==> config.mk <==
export PLATFORM = sky130hd
export DESIGN_NAME = prio_arb_reg_flat
export DESIGN_NICKNAME = d
export VERILOG_FILES = /design/src/rtl/prio_arb_reg_pkg.sv /design/src/rtl/prio_arb_reg_if.sv /design/src/rtl/prio_arb_reg_pick.sv /design/src/rtl/prio_arb_reg.sv /design/src/flat_wrapper.sv
export SDC_FILE = /design/constraint.sdc
export NUM_CORES = 1
export LEC_CHECK = 0
export CAP_MARGIN = 15
export CORE_UTILIZATION = 25
export CTS_CLUSTER_DIAMETER = 150
export DETAILED_ROUTE_END_ITERATION = 7
export PLACE_DENSITY = 0.59
export SYNTH_ARGS = -nofsm -noshare
export SYNTH_HDL_FRONTEND = slang
export SYNTH_SLANG_ARGS = --single-unit
==> constraint.sdc <==
create_clock -name clk -period 2.9 [get_ports clk]
set_input_delay 0.435 -clock clk [delete_from_list [all_inputs] [get_ports clk]]
set_output_delay 0.435 -clock clk [all_outputs]
set_load 0.1 [all_outputs]
==> src/rtl/prio_arb_reg_pkg.sv <==
// -----------------------------------------------------------------------------
// arb_pkg : shared types and helpers for the registered priority arbiter.
//   arb_state_e  : ST_IDLE (no owner) / ST_GRANT (owner held in idx register)
//   clog2_min1() : index width helper, never returns less than 1 bit
// Optional feature macro used by this slice: ARB_ROUND_ROBIN_EN
// -----------------------------------------------------------------------------
package arb_pkg;

  typedef enum logic {ST_IDLE, ST_GRANT} arb_state_e;

  // An index into a 2-entry (or smaller) vector still needs one bit.
  function automatic int clog2_min1(input int n);
    return (n <= 2) ? 1 : $clog2(n);
  endfunction

endpackage

==> src/rtl/prio_arb_reg_if.sv <==
// -----------------------------------------------------------------------------
// prio_arb_reg_if : requester/sink bundle of the registered priority arbiter.
//   req_i   [N]      level request per requester
//   data_i  [N*W]    packed data, requester k at [k*W +: W]
//   gnt_o   [N]      one-hot grant
//   idx_o   [IW]     current owner index
//   valid_o          grant active
//   data_o  [W]      owner's data word
// modport slave  : arbiter side
// modport master : requester/sink side (drives requests, observes grant)
// -----------------------------------------------------------------------------
interface prio_arb_reg_if
  import arb_pkg::*;
#(
  parameter int N = 4,
  parameter int W = 8
);
  localparam int IW = clog2_min1(N);

  logic [N-1:0]   req_i;
  logic [N*W-1:0] data_i;
  logic [N-1:0]   gnt_o;
  logic [IW-1:0]  idx_o;
  logic           valid_o;
  logic [W-1:0]   data_o;

  modport slave  (input  req_i, data_i,
                  output gnt_o, idx_o, valid_o, data_o);
  modport master (output req_i, data_i,
                  input  gnt_o, idx_o, valid_o, data_o);
endinterface

==> src/rtl/prio_arb_reg_pick.sv <==
// -----------------------------------------------------------------------------
// prio_pick : combinational find-first-set with rotating start point.
//   req_i    [N]   candidate requests (already masked by caller)
//   start_i  [IW]  first index searched; search wraps N-1 -> 0
//   found_o        any candidate set
//   idx_o    [IW]  winning index (0 when none)
//   onehot_o [N]   winning index as one-hot (0 when none)
// -----------------------------------------------------------------------------
module prio_pick
  import arb_pkg::*;
#(
  parameter int N  = 4,
  localparam int IW = clog2_min1(N)
) (
  input  logic [N-1:0]  req_i,
  input  logic [IW-1:0] start_i,
  output logic          found_o,
  output logic [IW-1:0] idx_o,
  output logic [N-1:0]  onehot_o
);

  always_comb begin
    int k;
    k        = 0;
    found_o  = 1'b0;
    idx_o    = '0;
    onehot_o = '0;
    for (int i = 0; i < N; i++) begin
      k = (int'(start_i) + i) % N;
      if (!found_o && req_i[k]) begin
        found_o     = 1'b1;
        idx_o       = IW'(k);
        onehot_o[k] = 1'b1;
      end
    end
  end

endmodule

==> src/rtl/prio_arb_reg.sv <==
// -----------------------------------------------------------------------------
// prio_arb_reg : registered N-way priority arbiter with hold limit.
//   clk    : clock, all state on rising edge
//   rst_n  : asynchronous active-low reset
//   bus    : prio_arb_reg_if.slave (req_i, data_i in; gnt_o, idx_o, valid_o,
//            data_o out, all outputs registered)
// The owner keeps the grant while it requests, up to MAX_HOLD consecutive
// cycles; at the limit its own request is masked out for one arbitration so
// others get a turn (or the bus idles one cycle if nobody else is asking).
// Macro ARB_ROUND_ROBIN_EN: search starts at rr_ptr (one past last new owner)
// instead of fixed index-0-first priority.
// -----------------------------------------------------------------------------
module prio_arb_reg
  import arb_pkg::*;
#(
  parameter int N        = 4,
  parameter int W        = 8,
  parameter int MAX_HOLD = 4
) (
  input  logic          clk,
  input  logic          rst_n,
  prio_arb_reg_if.slave bus
);

  localparam int IW = clog2_min1(N);
  localparam int HW = $clog2(MAX_HOLD + 1);

  arb_state_e       state_q, state_d;
  logic [IW-1:0]    idx_q,   idx_d;
  logic [N-1:0]     gnt_q,   gnt_d;
  logic [HW-1:0]    hold_q,  hold_d;
  logic [W-1:0]     data_q,  data_d;

  logic [N-1:0][W-1:0] data_arr;
  logic [N-1:0]        mask;
  logic [IW-1:0]       start;
  logic                pick_found;
  logic [IW-1:0]       pick_idx;
  logic [N-1:0]        pick_onehot;
  logic                owner_req;
  logic                keep;
  logic                new_grant;

  for (genvar k = 0; k < N; k++) begin : g_unpack
    assign data_arr[k] = bus.data_i[k*W +: W];
  end

  assign owner_req = (state_q == ST_GRANT) && bus.req_i[idx_q];
  assign keep      = owner_req && (hold_q < HW'(MAX_HOLD));

  // Only reached with the owner still requesting when the hold limit hit:
  // hide the owner so someone else can win. A dropped owner is already 0.
  always_comb begin
    mask = '1;
    if (owner_req) mask[idx_q] = 1'b0;
  end

  prio_pick #(.N(N)) u_pick (
    .req_i    (bus.req_i & mask),
    .start_i  (start),
    .found_o  (pick_found),
    .idx_o    (pick_idx),
    .onehot_o (pick_onehot)
  );

  always_comb begin
    state_d   = state_q;
    idx_d     = idx_q;
    gnt_d     = gnt_q;
    hold_d    = hold_q;
    data_d    = '0;
    new_grant = 1'b0;
    if (keep) begin
      hold_d = hold_q + HW'(1);
      data_d = data_arr[idx_q];
    end else if (pick_found) begin
      state_d   = ST_GRANT;
      idx_d     = pick_idx;
      gnt_d     = pick_onehot;
      hold_d    = HW'(1);
      data_d    = data_arr[pick_idx];
      new_grant = 1'b1;
    end else begin
      state_d = ST_IDLE;
      idx_d   = '0;
      gnt_d   = '0;
      hold_d  = '0;
    end
  end

  always_ff @(posedge clk or negedge rst_n) begin
    if (!rst_n) begin
      state_q <= ST_IDLE;
      idx_q   <= '0;
      gnt_q   <= '0;
      hold_q  <= '0;
      data_q  <= '0;
    end else begin
      state_q <= state_d;
      idx_q   <= idx_d;
      gnt_q   <= gnt_d;
      hold_q  <= hold_d;
      data_q  <= data_d;
    end
  end

`ifdef ARB_ROUND_ROBIN_EN
  logic [IW-1:0] rr_q, rr_d;

  // Pointer only moves when ownership changes hands, not while holding.
  always_comb begin
    rr_d = rr_q;
    if (new_grant)
      rr_d = (int'(pick_idx) == N-1) ? '0 : pick_idx + IW'(1);
  end

  always_ff @(posedge clk or negedge rst_n) begin
    if (!rst_n) rr_q <= '0;
    else        rr_q <= rr_d;
  end

  assign start = rr_q;
`else
  assign start = '0;
`endif

  assign bus.gnt_o   = gnt_q;
  assign bus.idx_o   = idx_q;
  assign bus.valid_o = (state_q == ST_GRANT);
  assign bus.data_o  = data_q;

endmodule

==> src/flat_wrapper.sv <==
// flat-port wrapper written by rule: the top's interface ports become plain ports
module prio_arb_reg_flat import arb_pkg::*;
#(
  parameter int N        = 4,
  parameter int W        = 8,
  parameter int MAX_HOLD = 4
)
  (clk, rst_n, bus_req_i, bus_data_i, bus_gnt_o, bus_idx_o, bus_valid_o, bus_data_o);
  prio_arb_reg_if #(.N(N), .W(W)) bus_i ();
  input  logic clk;
  input  logic rst_n;
  input wire logic [$bits(bus_i.req_i)-1:0] bus_req_i;
  input wire logic [$bits(bus_i.data_i)-1:0] bus_data_i;
  output wire logic [$bits(bus_i.gnt_o)-1:0] bus_gnt_o;
  output wire logic [$bits(bus_i.idx_o)-1:0] bus_idx_o;
  output wire logic [$bits(bus_i.valid_o)-1:0] bus_valid_o;
  output wire logic [$bits(bus_i.data_o)-1:0] bus_data_o;
  assign bus_i.req_i = bus_req_i;
  assign bus_i.data_i = bus_data_i;
  assign bus_gnt_o = bus_i.gnt_o;
  assign bus_idx_o = bus_i.idx_o;
  assign bus_valid_o = bus_i.valid_o;
  assign bus_data_o = bus_i.data_o;
  prio_arb_reg #(.N(N), .W(W), .MAX_HOLD(MAX_HOLD)) u_core (.clk(clk), .rst_n(rst_n), .bus(bus_i));
endmodule
==> results.sh <==
export IMPL_setup_viol=0
export IMPL_place_gp_congestion=0.838
export IMPL_synth_edf_count=0
export IMPL_path_clk_slew_ns=0.07
export IMPL_criticalPathCategory="in -> reg"
export IMPL_io_pins=53
export IMPL_rsz0062_at_grt="false"
export IMPL_fin_ws_ns=0.607
export IMPL_cts_sinks=18
export IMPL_hpwl_um=3280
export IMPL_seq_area_sq_um=450
export IMPL_timing_max_cap_violations=0
export IMPL_grt_first_pass_wirelength_um=7150
export IMPL_netlist_area_sq_um=1450
export IMPL_htree_levels=1
export IMPL_regToRegStartpoint="u_core.bus.idx_o[0]"
export IMPL_cp_startpoint="bus_req_i[0]"
export IMPL_hold_viol=0
export IMPL_antenna_found_initial=0
export IMPL_cts_repair_resize_count=0
export IMPL_initial_core_util_pct=26.2
export IMPL_via_count=1427
export IMPL_die_w_um=78.2
export IMPL_met3_usage_pct=3.02
export IMPL_wl_um=4340
export IMPL_slew_violations=0
export IMPL_worstSetupStartpointType="primary input"
export IMPL_fillers=596
export IMPL_sequentialPowerShare_pct=18.2
export IMPL_synth_avg_cell_area_sq_um=9.67
export IMPL_synth_nets=189
export IMPL_vias_per_cell=5.23
export IMPL_synthCells=150
export IMPL_endpoint_kind="flip-flop"
export IMPL_crit_arrival_ns=2.47
export IMPL_p_leak_nw=0.807
export IMPL_busiest_layer="met2"
export IMPL_core_region_area_sq_um=5540
export IMPL_grt_use_met2_pct=25.0
export IMPL_power_frac_clock_pct=8.0
export IMPL_dieArea_sq_um=6110
export IMPL_synth_seq_cells=18
export IMPL_slew_headroom_pct=45.8
export IMPL_setup_tns_ns=0
export IMPL_io_buffers=52
export IMPL_hold_start="u_core.bus.gnt_o[1]"
export IMPL_cts_tree="built"
export IMPL_max_freq_mhz=436
export IMPL_grt_pass1_vias=1441
export IMPL_post_cts_buffers=0
export IMPL_grtUsageTotal_pct=15.0
export IMPL_yosysWarnings=0
export IMPL_wl_per_cell_um=15.9
export IMPL_diodes=0
export IMPL_rows=27
export IMPL_cts_buffers=3
export IMPL_power_density_nw_per_um2=1240
export IMPL_cts_root_buf="clkbuf_8"
export IMPL_fin_crit_ns=2.29
export IMPL_hold_buffers=0
export IMPL_power_frac_comb_pct=73.8
export IMPL_finalPower_mw=2.56
export IMPL_met1_usage_pct=20.1
export IMPL_postRouteAntennaNets=0
export IMPL_vdd_drop_max_mv=0.434
export IMPL_syn_to_final_growth_pct=42.8
export IMPL_drt_pre_antenna_iters=4
export IMPL_place_ws_ns=0.379
export IMPL_synthArstFlopShare_pct=100
export IMPL_multiInputGateArea_sq_um=908
export IMPL_switching_share_pct=56.6
export IMPL_final_nets=241
export IMPL_post_route_drc_count=0
export IMPL_crit_required_ns=3.08
export IMPL_p_int_mw=1.11
export IMPL_tightest_slew_ns=0.810
export IMPL_die_h_um=78.2
export IMPL_synthFlopType="dfrtp_1"
export IMPL_fin_crit_sh_pct=79.1
export IMPL_finClkSkew_ns=0.00171
export IMPL_yosysSeqAreaShare_pct=31.1
export IMPL_overflow=0
export IMPL_grt_max_degree=19
export IMPL_status="completed"
export IMPL_p_sw_mw=1.45
export IMPL_clock_latency_ns=0.25
export IMPL_min_path_type="reg -> reg"
export IMPL_drt_iter0_drc=105
export IMPL_cts_max_path_buffers=2
export IMPL_layout_drive_gt1_share_pct=23.9
export IMPL_cp_max_fo=7
export IMPL_yosys_cell_types_count=39
[worst max-delay path: stages]
cell,delay (ns)
clkdlybuf4s50_1,0.55
nor4bb_1,0.46
nor3_1,0.16
a221oi_2,0.34
buf_4,0.22
o221ai_1,0.14
o21ai_1,0.17
[Yosys cell counts (4+ instances only)]
cell type  number  area, sq um
a21oi_1        10         50.1
and2_1          4         25.0
buf_2           4         20.0
dfrtp_1        18          450
mux2_2          8         90.1
mux4_2          8          180
nand2_1        15         56.3
nand2b_1        4         25.0
nor3_1         10         50.1
o21a_1          8         60.1
o21ai_1         8         40.0
o221ai_1        8         70.1
[state kept, by name, indices dropped and copies added, names as in the netlist]
signal / count
u_core.bus.data_o: 8
u_core.bus.gnt_o: 4
u_core.bus.idx_o: 2
u_core.bus.valid_o: 1
u_core.hold_q: 3
[power groups by stage]
stage / sequential [mW] / combinational, mW / clock [mW]
floorplan: 1.11 / 0.789 / 0
global placement: 0.476 / 1.88 / 0
detailed placement: 0.475 / 1.90 / 0
CTS: 0.471 / 1.91 / 0.209
global route: 0.484 / 2.02 / 0.222
finish: 0.468 / 1.89 / 0.205
[worst paths after layout]
kind	endpoint	cells after the start	slack (ns)
setup / recovery	u_core.bus.data_o[5]	7	0.61
hold / removal	u_core.bus.gnt_o[1]	2	0.49
setup reg to reg	u_core.bus.data_o[5]	6	0.76
hold reg to reg	u_core.bus.gnt_o[1]	2	0.49
max in group asynchronous	u_core.hold_q[2]	1	1.75
min in group asynchronous	u_core.bus.data_o[5]	1	0.65
[kinds of logic after synthesis]
| family | after synthesis | synth area share (%) |
|---|---|---|
| AOI/OAI and AO/OA | 52 | 25.3 |
| and+or+nand+nor | 46 | 17.2 |
| DFF | 18 | 31.1 |
| muxes | 17 | 19.3 |
| buffers and inverters | 16 | 6.30 |
| adders and majority gates | 1 | 0.863 |
[placed cells by master, fill, tap and decap left out, drive strengths merged, types with 2 or more instances in the layout]
master,n
mux2,8
o211ai,2
dfrtp,18
nor2,2
or3,2
a21oi,12
and2,4
clkbuf,4
a21boi,3
o21a,8
nand2,15
nand2b,4
buf,23
o21ai,11
nor3,10
o221ai,8
mux4,8
nand3,2
clkdlybuf4s50,37
inv,3
nor2b,2
o31ai,2
nor4bb,2
[per-layer routing]
| layer | wire, um | vias up | part of all wire [%] |
|---|---|---|---|
| li1 | - | 682 | - |
| met1 | 1980 | 693 | 46 |
| met2 | 2100 | 48 | 48 |
| met3 | 239 | 4 | 5.5 |
| met4 | 26 | 0 | 0.60 |
| met5 | 0 | - | 0 |
[final cells by class]
| type | instances | area share, % |
|---|---|---|
| timing repair buffer | 60 | 26.8 |
| inverter | 3 | 0.544 |
| tap | 72 | 4.35 |
| clock buffer | 4 | 2.66 |
| multi-input combinational | 116 | 43.9 |
| sequential | 18 | 21.8 |
[through the flow]
| stage | instance area, sq um | std cells | utilization, % | hold WS (ns) |
|---|---|---|---|---|
| 6_report | 2070 | 273 | 37.4 | 0.490 |
| 5_1_grt | 2070 | 273 | 37.4 | 0.516 |
| 4_1_cts | 2070 | 273 | 37.4 | 0.496 |
| 3_5_place_dp | 2020 | 269 | 36.4 | 0.481 |
| 3_3_place_gp | 2020 | 269 | 36.4 | 0.473 |
| 2_1_floorplan | 1450 | 150 | - | 0.139 |
No activity file was read; power rests on OpenSTA's default activity.
